==> config.mk <==
export PLATFORM = sky130hd
export DESIGN_NAME = qkt_pass1_rowmax
export DESIGN_NICKNAME = d
export VERILOG_FILES = /design/src/rtl/qkt_pass1_rowmax.sv
export SDC_FILE = /design/constraint.sdc
export NUM_CORES = 1
export LEC_CHECK = 0
export CAP_MARGIN = 25
export CELL_PAD_IN_SITES_DETAIL_PLACEMENT = 0
export CELL_PAD_IN_SITES_GLOBAL_PLACEMENT = 1
export CORE_ASPECT_RATIO = 1.75
export CORE_MARGIN = 8
export CORE_UTILIZATION = 42
export DETAILED_ROUTE_END_ITERATION = 16
export PLACE_DENSITY_LB_ADDON = 0.1
export SYNTH_ARGS = -nofsm -noshare
export SYNTH_HDL_FRONTEND = slang
export SYNTH_SLANG_ARGS = --single-unit
==> constraint.sdc <==
create_clock -name clk -period 2.62 [get_ports clk]
set_input_delay 0.393 -clock clk [delete_from_list [all_inputs] [get_ports clk]]
set_output_delay 0.393 -clock clk [all_outputs]
set_load 0.05 [all_outputs]
==> src/rtl/qkt_pass1_rowmax.sv <==
// Pass-1 engine of the QKT softmax pipeline: streams the score matrix row by
// row, writes each row's signed maximum to the row-max buffer, then pulses done.
module qkt_pass1_rowmax #(
    parameter int DATA_W   = 16,
    parameter int ROW_LEN  = 64,
    parameter int NUM_ROWS = 64
) (
    input  logic              clk,
    input  logic              rst_,
    input  logic              enable_pass1,
    output logic              done_pass1,
    input  logic              s_valid,
    output logic              s_ready,
    input  logic [DATA_W-1:0] s_data,
    output logic              max_wr_en,
    output logic [((NUM_ROWS > 1) ? $clog2(NUM_ROWS) : 1)-1:0] max_wr_addr,
    output logic [DATA_W-1:0] max_wr_data,
    output logic              busy
);

    localparam int COL_W = (ROW_LEN > 1) ? $clog2(ROW_LEN) : 1;
    localparam int ROW_W = (NUM_ROWS > 1) ? $clog2(NUM_ROWS) : 1;

    localparam logic [COL_W-1:0] COL_LAST = COL_W'(ROW_LEN - 1);
    localparam logic [ROW_W-1:0] ROW_LAST = ROW_W'(NUM_ROWS - 1);

    localparam logic [1:0] IDLE     = 2'd0;
    localparam logic [1:0] RUN      = 2'd1;
    localparam logic [1:0] DONE     = 2'd2;
    localparam logic [1:0] WAIT_LOW = 2'd3;

    // Pure compare-and-select, so extreme values cannot overflow.
    function automatic logic [DATA_W-1:0] signed_max(input logic [DATA_W-1:0] a,
                                                     input logic [DATA_W-1:0] b);
        if ($signed(a) >= $signed(b)) begin
            signed_max = a;
        end else begin
            signed_max = b;
        end
    endfunction

    logic [1:0]        state_q,    state_d;
    logic [COL_W-1:0]  col_q,      col_d;
    logic [ROW_W-1:0]  row_q,      row_d;
    logic [DATA_W-1:0] run_max_q,  run_max_d;
    logic              done_q,     done_d;
    logic              wr_en_q,    wr_en_d;
    logic [ROW_W-1:0]  wr_addr_q,  wr_addr_d;
    logic [DATA_W-1:0] wr_data_q,  wr_data_d;
    logic              busy_q,     busy_d;
    logic              beat_s;
    logic [DATA_W-1:0] beat_max_s;

    assign s_ready     = (state_q == RUN);
    assign beat_s      = s_valid & s_ready;
    assign beat_max_s  = (col_q == {COL_W{1'b0}}) ? s_data : signed_max(run_max_q, s_data);
    assign done_pass1  = done_q;
    assign max_wr_en   = wr_en_q;
    assign max_wr_addr = wr_addr_q;
    assign max_wr_data = wr_data_q;
    assign busy        = busy_q;

    // Next-state logic; the row write is registered on the row's final beat so it
    // samples the completed maximum before the next row's column 0 overwrites it.
    always_comb begin
        state_d   = state_q;
        col_d     = col_q;
        row_d     = row_q;
        run_max_d = run_max_q;
        done_d    = 1'b0;
        wr_en_d   = 1'b0;
        wr_addr_d = wr_addr_q;
        wr_data_d = wr_data_q;
        case (state_q)
            IDLE: begin
                if (enable_pass1) begin
                    col_d   = {COL_W{1'b0}};
                    row_d   = {ROW_W{1'b0}};
                    state_d = RUN;
                end else begin
                    state_d = IDLE;
                end
            end
            RUN: begin
                if (!enable_pass1) begin
                    state_d   = IDLE;
                    col_d     = {COL_W{1'b0}};
                    row_d     = {ROW_W{1'b0}};
                    run_max_d = {DATA_W{1'b0}};
                end else if (beat_s) begin
                    run_max_d = beat_max_s;
                    if (col_q == COL_LAST) begin
                        col_d     = {COL_W{1'b0}};
                        wr_en_d   = 1'b1;
                        wr_addr_d = row_q;
                        wr_data_d = beat_max_s;
                        if (row_q == ROW_LAST) begin
                            row_d   = {ROW_W{1'b0}};
                            done_d  = 1'b1;
                            state_d = DONE;
                        end else begin
                            row_d = row_q + ROW_W'(1);
                        end
                    end else begin
                        col_d = col_q + COL_W'(1);
                    end
                end else begin
                    state_d = RUN;
                end
            end
            DONE: begin
                if (enable_pass1) begin
                    state_d = WAIT_LOW;
                end else begin
                    state_d = IDLE;
                end
            end
            WAIT_LOW: begin
                if (!enable_pass1) begin
                    state_d = IDLE;
                end else begin
                    state_d = WAIT_LOW;
                end
            end
            default: begin
                state_d = IDLE;
            end
        endcase
        busy_d = (state_d == RUN) || (state_d == DONE);
    end

    // State and output registers.
    always_ff @(posedge clk or negedge rst_) begin
        if (!rst_) begin
            state_q   <= IDLE;
            col_q     <= {COL_W{1'b0}};
            row_q     <= {ROW_W{1'b0}};
            run_max_q <= {DATA_W{1'b0}};
            done_q    <= 1'b0;
            wr_en_q   <= 1'b0;
            wr_addr_q <= {ROW_W{1'b0}};
            wr_data_q <= {DATA_W{1'b0}};
            busy_q    <= 1'b0;
        end else begin
            state_q   <= state_d;
            col_q     <= col_d;
            row_q     <= row_d;
            run_max_q <= run_max_d;
            done_q    <= done_d;
            wr_en_q   <= wr_en_d;
            wr_addr_q <= wr_addr_d;
            wr_data_q <= wr_data_d;
            busy_q    <= busy_d;
        end
    end

endmodule

# Yosys cells after proc, flatten, opt, wreduce, memory -nomap -nowiden
# Cells that the tools add are included.
classes:
  addsub: 2
  multipliers: 0
  n_div: 0
  n_lt_le_gt_ge: 1
  n_eq_ne: 11
  shift: 0
  muxes: 30
  bitwise_logic: 1
  n_reduce_logical: 9
op_table:
  columns: ["op", "count"]
  rows:
  - ["$mux 16", 4]
  - ["$mux 6", 8]
  - ["$pmux 6 s2", 2]
  - ["$ge 16x16->1", 1]
  - ["$add 6x1->6 const B", 2]
  - ["$eq 6x6->1 const B", 2]
  - ["$mux 1", 10]
  - ["$mux 2", 5]
  - ["$reduce_and 4->1", 2]
  - ["$eq 2x2->1 const B", 3]
  - ["$logic_not 6->1", 1]
  - ["$ne 3x2->1 const B", 2]
  - ["$pmux 2 s3", 1]
  - ["$eq 2x1->1 const B", 2]
  - ["$reduce_and 3->1", 1]
  - ["$logic_not 2->1", 1]
  - ["$ne 2x1->1 const B", 1]
  - ["$ne 2x2->1 const B", 1]
  - ["$reduce_and 2->1", 1]
  - ["$reduce_bool 2->1", 1]
  - ["$reduce_or 2->1", 1]
  - ["$and 1x1->1", 1]
  - ["$logic_or 1x1->1", 1]
word_totals:
  register_bits: 55
  latchBits: 0
  mem_bits_rw: 0
  mem_bits_ro: 0
  inputBits: 20
  out_inout_bits: 26
  wordCells: 63
  memories: 0

# Depth between registers and ports, before layout
# Gate-level depths: netlist of run 1.
depth:
  word_depth: 8
  mapped_depth: 10
  mapped_depth_nobuf: 8

# Worst setup path before layout of run 1
# No wires, ideal clock.
synth_path:
  path_kind: "input-to-reg"
  from: "input port s_data[1]"
  to: "register run_max_q[0]"
  t_arrival_ns: 2.155
  required_time_ns: 2.463
  slack_ns: 0.307
  path_stages: 10
  path_cell_list: "inv_1 > ha_1 > nor2b_1 > o211ai_1 > a2111o_1 > and4_4 > buf_6 > clkbuf_1 > o311ai_1 > o221ai_1"
synth_between:
  elab_chain_cells: 5
synth_rtl:
  columns: ["element", "line", "rtl"]
  rows:
  - ["start: declaration", "14", "input logic [DATA_W-1:0] s_data,"]
  - ["$ge 16x16->1", "35", "if ($signed(a) >= $signed(b)) begin"]
  - ["$mux 16", "35", null]
  - ["$mux 16", "56", "assign beat_max_s = (col_q == {COL_W{1'b0}}) ? s_data : signed_max(run_max_q, s_data);"]
  - ["$mux 16", "90", "end else if (beat_s) begin"]
  - ["$mux 16", "85", "if (!enable_pass1) begin"]
  - ["end signal: assignment", "138", "run_max_q <= {DATA_W{1'b0}};"]
  - ["end signal: assignment", "148", "run_max_q <= run_max_d;"]
  - ["end: declaration", "45", "logic [DATA_W-1:0] run_max_q, run_max_d;"]
# Every way passes these cells. The select of a mux whose other input is x is not followed.
# A chain may end at the register's enable or synchronous reset.

# Final worst setup path of run 1
layout_path:
  from: "register run_max_q[12]"
  to: "register wr_data_q[10], in the netlist max_wr_data[10]"
layout_between:
  elab_chain_cells: 3
layout_rtl:
  columns: ["element", "line", "rtl"]
  rows:
  - ["$ge 16x16->1", "35", null]
  - ["$mux 16", "35", null]
  - ["$mux 16", "56", null]
  - ["end signal: assignment", "142", "wr_data_q <= {DATA_W{1'b0}};"]
  - ["end signal: assignment", "152", "wr_data_q <= wr_data_d;"]
  - ["end: declaration", "49", "logic [DATA_W-1:0] wr_data_q, wr_data_d;"]
# Every way passes these cells.

==> results of run 1 <==
[metal layers]
metal  part of all wire, %  GRT usage [%]  up-vias
met3                   3.7           2.67       10
met4                   1.6           5.02        0
met2                    55           32.1       76
met5                     0              0        -
met1                    40           20.7     1611
li1                      -              -     1566
[placed cells by master (no fill, tap or decap), types with 8 or more instances in the layout]
| cell type | synthesis | final |
|---|---|---|
| and3_1 | 19 | 19 |
| o311ai_0 | 12 | 8 |
| nor2_1 | 25 | 24 |
| ha_1 | 19 | 8 |
| a21oi_1 | 11 | 8 |
| inv_2 | 1 | 8 |
| nand2_1 | 46 | 46 |
| dfrtp_1 | 55 | 50 |
| nand3_1 | 9 | 9 |
| o211ai_1 | 16 | 16 |
| or4b_1 | 15 | 14 |
| o31ai_1 | 20 | 20 |
| buf_4 | 0 | 52 |
| a31oi_1 | 16 | 15 |
| clkdlybuf4s50_1 | 0 | 27 |
| ha_4 | 0 | 11 |
| o21ai_0 | 13 | 12 |
| dlymetal6s2s_1 | 0 | 12 |
| inv_1 | 19 | 12 |
[synthesized netlist by cell type]
master	n	area share, %
nand2_1	46	5.2
and2_1	1	0.19
o31a_1	1	0.26
or2_2	2	0.37
o21bai_1	3	0.67
nor2b_1	5	0.93
a2111o_1	1	0.34
o31ai_1	20	4.5
dfrtp_1	55	41
o311ai_1	4	1.0
nor4_1	2	0.37
a31oi_1	16	3.0
or3_1	1	0.19
nor4b_1	1	0.26
o211ai_1	16	3.6
a21oi_1	11	1.6
buf_2	5	0.75
nor3_1	6	0.90
inv_1	19	2.1
nand4_2	1	0.37
nor2_1	25	2.8
nand4_1	4	0.75
buf_1	1	0.11
and3_1	19	3.6
buf_6	2	0.67
or4_1	1	0.22
clkbuf_1	22	2.5
a21boi_0	1	0.22
or4b_1	15	4.5
mux2i_1	1	0.30
nand3_1	9	1.3
inv_2	1	0.11
nand2b_1	2	0.37
and4_4	1	0.34
o21ai_0	13	1.9
o311ai_0	12	3.1
mux2_2	6	2.0
ha_1	19	7.1
o221ai_1	1	0.26
[cells by family (layout without fill, tap and decap cells)]
group | count (synthesis) | in the layout | share of synthesized area [%]
buffers and inverters | 50 | 132 | 6.24
multiplexers | 7 | 7 | 2.32
AND/OR/NAND/NOR | 141 | 146 | 22.6
adder cells (fa/ha/maj) | 19 | 19 | 7.10
AO/OA/AOI/OAI | 99 | 99 | 20.6
flip-flops | 55 | 55 | 41.1
[worst paths after layout]
kind	from	endpoint	slack [ps]
min	rst_	col_q[3]	220
min in group clk	s_data[11]	max_wr_data[11]	410
max reg2reg	run_max_q[12]	max_wr_data[10]	-20
max in group asynchronous	rst_	run_max_q[11]	1860
max	run_max_q[12]	max_wr_data[10]	-20
min reg2reg	state_q[1]	busy	510
[flip-flops by register name, indices dropped and copies added, names as in the netlist]
| name | cells |
|---|---|
| max_wr_data | 16 |
| run_max_q | 16 |
| col_q | 6 |
| max_wr_addr | 6 |
| row_q | 6 |
| state_q | 2 |
| busy | 1 |
| done_pass1 | 1 |
| max_wr_en | 1 |
[metrics by stage]
stage,utilization (%),cells,setup TNS [ps],power [mW]
floorplan,-,371,0,1.29
global placement,52.5,517,-13880,1.54
detailed placement,52.5,517,-14100,1.55
CTS,56.5,531,0,2.35
global route,60.9,548,-1400,2.60
finish,60.9,548,-34.3,2.47
[power by group]
part           switching [mW]  internal [mW]  leakage, nW  total, mW
Sequential             0.0633          0.899        0.740      0.962
Clock                   0.346          0.366       0.0759      0.712
Combinational           0.400          0.397         1.33      0.798
Total                   0.810           1.66         2.15       2.47
[what timing repair did]
item / in CTS / in global routing
gates cloned: 4 / 3
hold buffers: 0 / 0
setup buffers: 2 / 14
gates resized for setup: 21 / 44
pin swaps: 15 / 28
endpoints found under the setup margin: 32 / 32
[layout make-up]
cell class              instances  area, um^2
clock inverters                 3        28.8
multi-input cells             271        2050
flip-flops and latches         55        1380
inverters                      20        75.1
well taps                      90         113
clock buffers                   5         125
fillers                       666        3070
repair buffers                104        1010
==> summary.md, run 1 <==
| Metric | Value |
|---|---|
| Outcome | `complete, but fails checks` |
| Failing checks | `negative setup slack` |
| Cell with the largest stage delay on the worst path | `dfrtp_2` |
| Place WS | `-478 ps` |
| CP bufs+invs | `3` |
| Seq/Total Area, Yosys | `41.1%` |
| WP depth | `10` |
| Die X | `83.5 um` |
| FMAX | `379 MHz` |
| Leak | `2.15 nW` |
| DIE AREA | `11200 um^2` |
| Row cnt | `43` |
| Initial Utilization | `42.6%` |
| Synth unique cells | `39` |
| Port Buffers | `45` |
| Sink Count | `55` |
| Hold WC Path Type | `primary input to async pin` |
| Initial antenna violation count | `0` |
| First-pass GRT wire length | `16600 um` |
| IO Count | `46` |
| Post-DP Area | `4120 um^2` |
| Synthesis Warnings | `0` |
| Die H | `134 um` |
| RD Place Congestion | `0.817` |
| Top delay family on crit path | `simple AND/OR/NAND/NOR gates` |
| Routed via count | `3263` |
| Initial DRC count | `164` |
| Fin area | `4780 um^2` |
| Final Hold Viols | `0` |
| Setup ws final | `-17.1 ps` |
| Worst-path fanout max | `9` |
| Layout Nets | `496` |
| Mean area per synthesized cell | `9.02 um^2` |
| Htree depth | `2` |
| Worst setup SP type | `flip-flop` |
| Worst VDD drop | `0.000320 V` |
| Final wirelength | `10300 um` |
| Largest net degree at the start of global routing | `56` |
| Core footprint | `7860 um^2` |
| Crit path DAT | `2810 ps` |
| Mapped Cells | `371` |
| CP Capture Type | `flip-flop` |
| P per Cell Area | `517 nW/um^2` |
| CP Cell Sequence | `ha_4 -> nand4_4 -> buf_6 -> nor4_4 -> nor4b_4 -> buf_4 -> and4_4 -> buf_4 -> o31ai_1 -> a31oi_2` |
| Synth Register Bits | `55` |
| Final period util | `101%` |
| Final count of negative-setup-slack endpoints | `3` |
| Vias in the first global route | `3223` |
| Worst Setup Path Type | `flip-flop to flip-flop` |
| Drt pass-1 iters | `4` |
| CTS clk-pin slew, worst paths | `80 ps` |
| Synthesized area | `3350 um^2` |
| Total CTS buffers | `5` |
| CTS tree | `built` |
| Slowest stage delay, CP | `450 ps` |
| Slew @ Worst Pin | `726 ps` |
| Clock buffer depth | `2` |
| Dpl hpwl | `6410 um` |
| Global route total overflow | `0` |
| Final setup skew | `5.70 ps` |
| WL per Instance | `18.8 um` |
| Final min period | `2640 ps` |
| Avg Vias per Cell | `5.95` |
| Synthesized net count | `410` |
| R2R depth | `10` |
| Diode count | `0` |
| Drt drc | `0` |
| Max-Cap Viols | `0` |
| CP most frequent cell | `buf_4` |
| CP required | `2790 ps` |
| Final ANT Viol Nets | `0` |
| Root buffer selected by CTS | `clkbuf_16` |
| Share of cells above drive strength 1 | `26.2%` |
| RSZ-0062 raised after global routing | `yes` |
| Worst-Skew Late Latency | `300 ps` |
| Worst hold slack | `218 ps` |
| Pins Over Slew Limit | `0` |
| Layout area overhead | `42.9%` |
| Rel. slew slack | `51.6%` |
| Tot GR Track Use | `17.6%` |
No activity file was read; power rests on OpenSTA's default activity.
==> inputs of run 2 (changes only) <==
--- a/config.mk
+++ b/config.mk
@@ -5,7 +5,6 @@
 export SDC_FILE = /design/constraint.sdc
 export NUM_CORES = 1
 export LEC_CHECK = 0
-export CAP_MARGIN = 25
 export CELL_PAD_IN_SITES_DETAIL_PLACEMENT = 0
 export CELL_PAD_IN_SITES_GLOBAL_PLACEMENT = 1
 export CORE_ASPECT_RATIO = 1.75
==> results of run 2 <==
The final DEF is identical to that of run 1; final timing and power are the same.
==> inputs of run 3 (changes only) <==
--- a/config.mk
+++ b/config.mk
@@ -11,6 +11,7 @@
 export CORE_MARGIN = 8
 export CORE_UTILIZATION = 42
 export DETAILED_ROUTE_END_ITERATION = 16
+export MAX_ROUTING_LAYER = met4
 export PLACE_DENSITY_LB_ADDON = 0.1
 export SYNTH_ARGS = -nofsm -noshare
 export SYNTH_HDL_FRONTEND = slang
==> run 3 against run 2 <==
Net effect:
- the flow now finishes without violations
- wire length grew 1.7%
- critical path depth shrank 1
- final cell count grew 0.18%
- final area grew 0.24%
- via count grew 2.0%
- die area is the same
- global-route usage grew 0.47 points
- sequential share of layout area shrank 0.15 points
- critical path type unchanged
==> summary.md, run 3 (synthesis gave the netlist of run 1 again) <==
| Metric | Value |
|---|---|
| Post-DP Area | `4120 um^2 (unchanged)` |
| Pins Over Slew Limit | `0 (unchanged)` |
| Initial antenna violation count | `0 (unchanged)` |
| Root buffer selected by CTS | `clkbuf_16` |
| R2R depth | `9 (-1)` |
| Setup ws final | `5.05 ps (+22.2 ps)` |
| Largest net degree at the start of global routing | `56 (unchanged)` |
| Place WS | `-478 ps (unchanged)` |
| CP Capture Type | `flip-flop` |
| Met1 GRT Util | `20.8% (+0.18 points)` |
| Core footprint | `7860 um^2 (unchanged)` |
| Final period util | `99.8% (-0.85 points)` |
| Core Util, Final | `61.0% (+0.14 points)` |
| M2 GR Usage | `32.0% (-0.13 points)` |
| Outcome | `finished clean` |
| Dpl hpwl | `6410 um (unchanged)` |
| Global route total overflow | `0 (unchanged)` |
| WL per Instance | `19.1 um (+1.5%)` |
| RD Place Congestion | `0.829 (+1.5%)` |
| Final min period | `2610 ps (-22.2 ps)` |
| Initial Utilization | `42.6% (unchanged)` |
| CTS tree | `built` |
| IO Count | `46 (unchanged)` |
| Htree depth | `2 (unchanged)` |
| Drt drc | `0 (unchanged)` |
| P per Cell Area | `516 nW/um^2 (-0.19%)` |
| Worst-Skew Late Latency | `300 ps (about the same)` |
| Sink Count | `55 (unchanged)` |
| Rel. slew slack | `50.9% (-0.72 points)` |
| Tot GR Track Use | `18.1% (+0.47 points)` |
| First-pass GRT wire length | `16500 um (-0.17%)` |
| DIE AREA | `11200 um^2 (unchanged)` |
| Layout Nets | `497 (+0.20%)` |
| GR peak layer | `met2` |
| FMAX | `382 MHz (+0.85%)` |
| Worst VDD drop | `0.000330 V (+3.3%)` |
| Worst Setup Path Type | `flip-flop to flip-flop` |
| Routed via count | `3327 (+2.0%)` |
| Die H | `134 um (unchanged)` |
| CP required | `2790 ps (about the same)` |
| Drt pass-1 iters | `5 (+1)` |
| Avg Vias per Cell | `6.06 (+1.8%)` |
| Die X | `83.5 um (unchanged)` |
| Fin area | `4790 um^2 (+0.24%)` |
| Crit path DAT | `2780 ps (-30 ps)` |
| Worst-path fanout max | `6 (-3)` |
| Clock buffer depth | `2 (unchanged)` |
| Met3 Resource Use GR | `2.49% (-0.18 points)` |
| Vias in the first global route | `3207 (-0.50%)` |
| CTS clk-pin slew, worst paths | `80 ps (about the same)` |
| Final Hold Viols | `0 (unchanged)` |
| Diode count | `0 (unchanged)` |
| Slew @ Worst Pin | `737 ps (+10.8 ps)` |
| Final count of negative-setup-slack endpoints | `0 (-3)` |
| Initial DRC count | `189 (+15%)` |
| Share of cells above drive strength 1 | `26.6% (+0.38 points)` |
| Max-Cap Viols | `0 (unchanged)` |
| Final wirelength | `10500 um (+1.7%)` |
| Row cnt | `43 (unchanged)` |
| Port Buffers | `45 (unchanged)` |
| Final setup skew | `5.24 ps (-0.454 ps)` |
| Layout area overhead | `43.3%` |
| Final ANT Viol Nets | `0 (unchanged)` |
| Worst setup SP type | `flip-flop` |
| Hold WC Path Type | `primary input to async pin` |
| R2R setup slack | `5 ps (+20 ps)` |
| Commonest cells after routing, fill and taps aside | `dfrtp_1, buf_4, nand2_1, clkdlybuf4s50_1, nor2_1` |
| Leak | `2.15 nW (+0.17%)` |
| Total CTS buffers | `5 (unchanged)` |
[run 3: worst paths after layout]
check	from	to
max	run_max_q[12]	run_max_q[4]
min	rst_	col_q[3]
max reg2reg	run_max_q[12]	run_max_q[4]
min reg2reg	state_q[1]	busy
max in group asynchronous	rst_	run_max_q[9]
min in group clk	s_data[11]	max_wr_data[11]
[run 3: repair_timing]
item | CTS | global route
gates cloned | 4 | 3
endpoints found under the setup margin | 32 | 32
hold buffers | 0 | 0
pin swaps | 15 | 25
setup buffers | 2 | 15
resized for setup | 21 | 48
hold endpoints to repair | 0 | 0
[run 3: through the flow]
stage / hold WS [ps] / instances / power [mW] / TNS, ps
CTS: 265 / 531 / 2.35 / 0
global route: 302 / 549 / 2.60 / -655
detailed placement: 495 / 517 / 1.55 / -14100
floorplan: 97.4 / 371 / 1.29 / 0
finish: 214 / 549 / 2.47 / 0
global placement: 491 / 517 / 1.54 / -13880
[run 3: where the power goes]
group,internal [mW],switching [mW],leakage [nW]
logic,0.396,0.404,1.33
clock network,0.366,0.343,0.0759
registers,0.897,0.0680,0.744
total,1.66,0.814,2.15
[run 3: routing by layer]
metal / wire length (um) / vias to the layer above / share of wire [%]
met5: 0 / - / 0
met1: 4110 / 1618 / 39
met3: 471 / 20 / 4.5
li1: - / 1571 / -
met4: 204 / 0 / 1.9
met2: 5680 / 118 / 54
[run 3: critical path, stage by stage (launching register included)]
cell,delay (ps)
dfrtp_1,480
ha_4,250
nand4_4,130
buf_4,150
nor4_4,40
nor4b_4,480
and4_4,350
o31a_1,290
clkbuf_16,210
o211ai_1,90
[run 3: cell type report]
| type | count | area (um^2) |
|---|---|---|
| clock inverters | 3 | 28.8 |
| clock buffers | 5 | 125 |
| well taps | 90 | 113 |
| flip-flops and latches | 55 | 1380 |
| fillers | 668 | 3060 |
| repair buffers | 105 | 1010 |
| inverters | 20 | 75.1 |
| multi-input cells | 271 | 2060 |
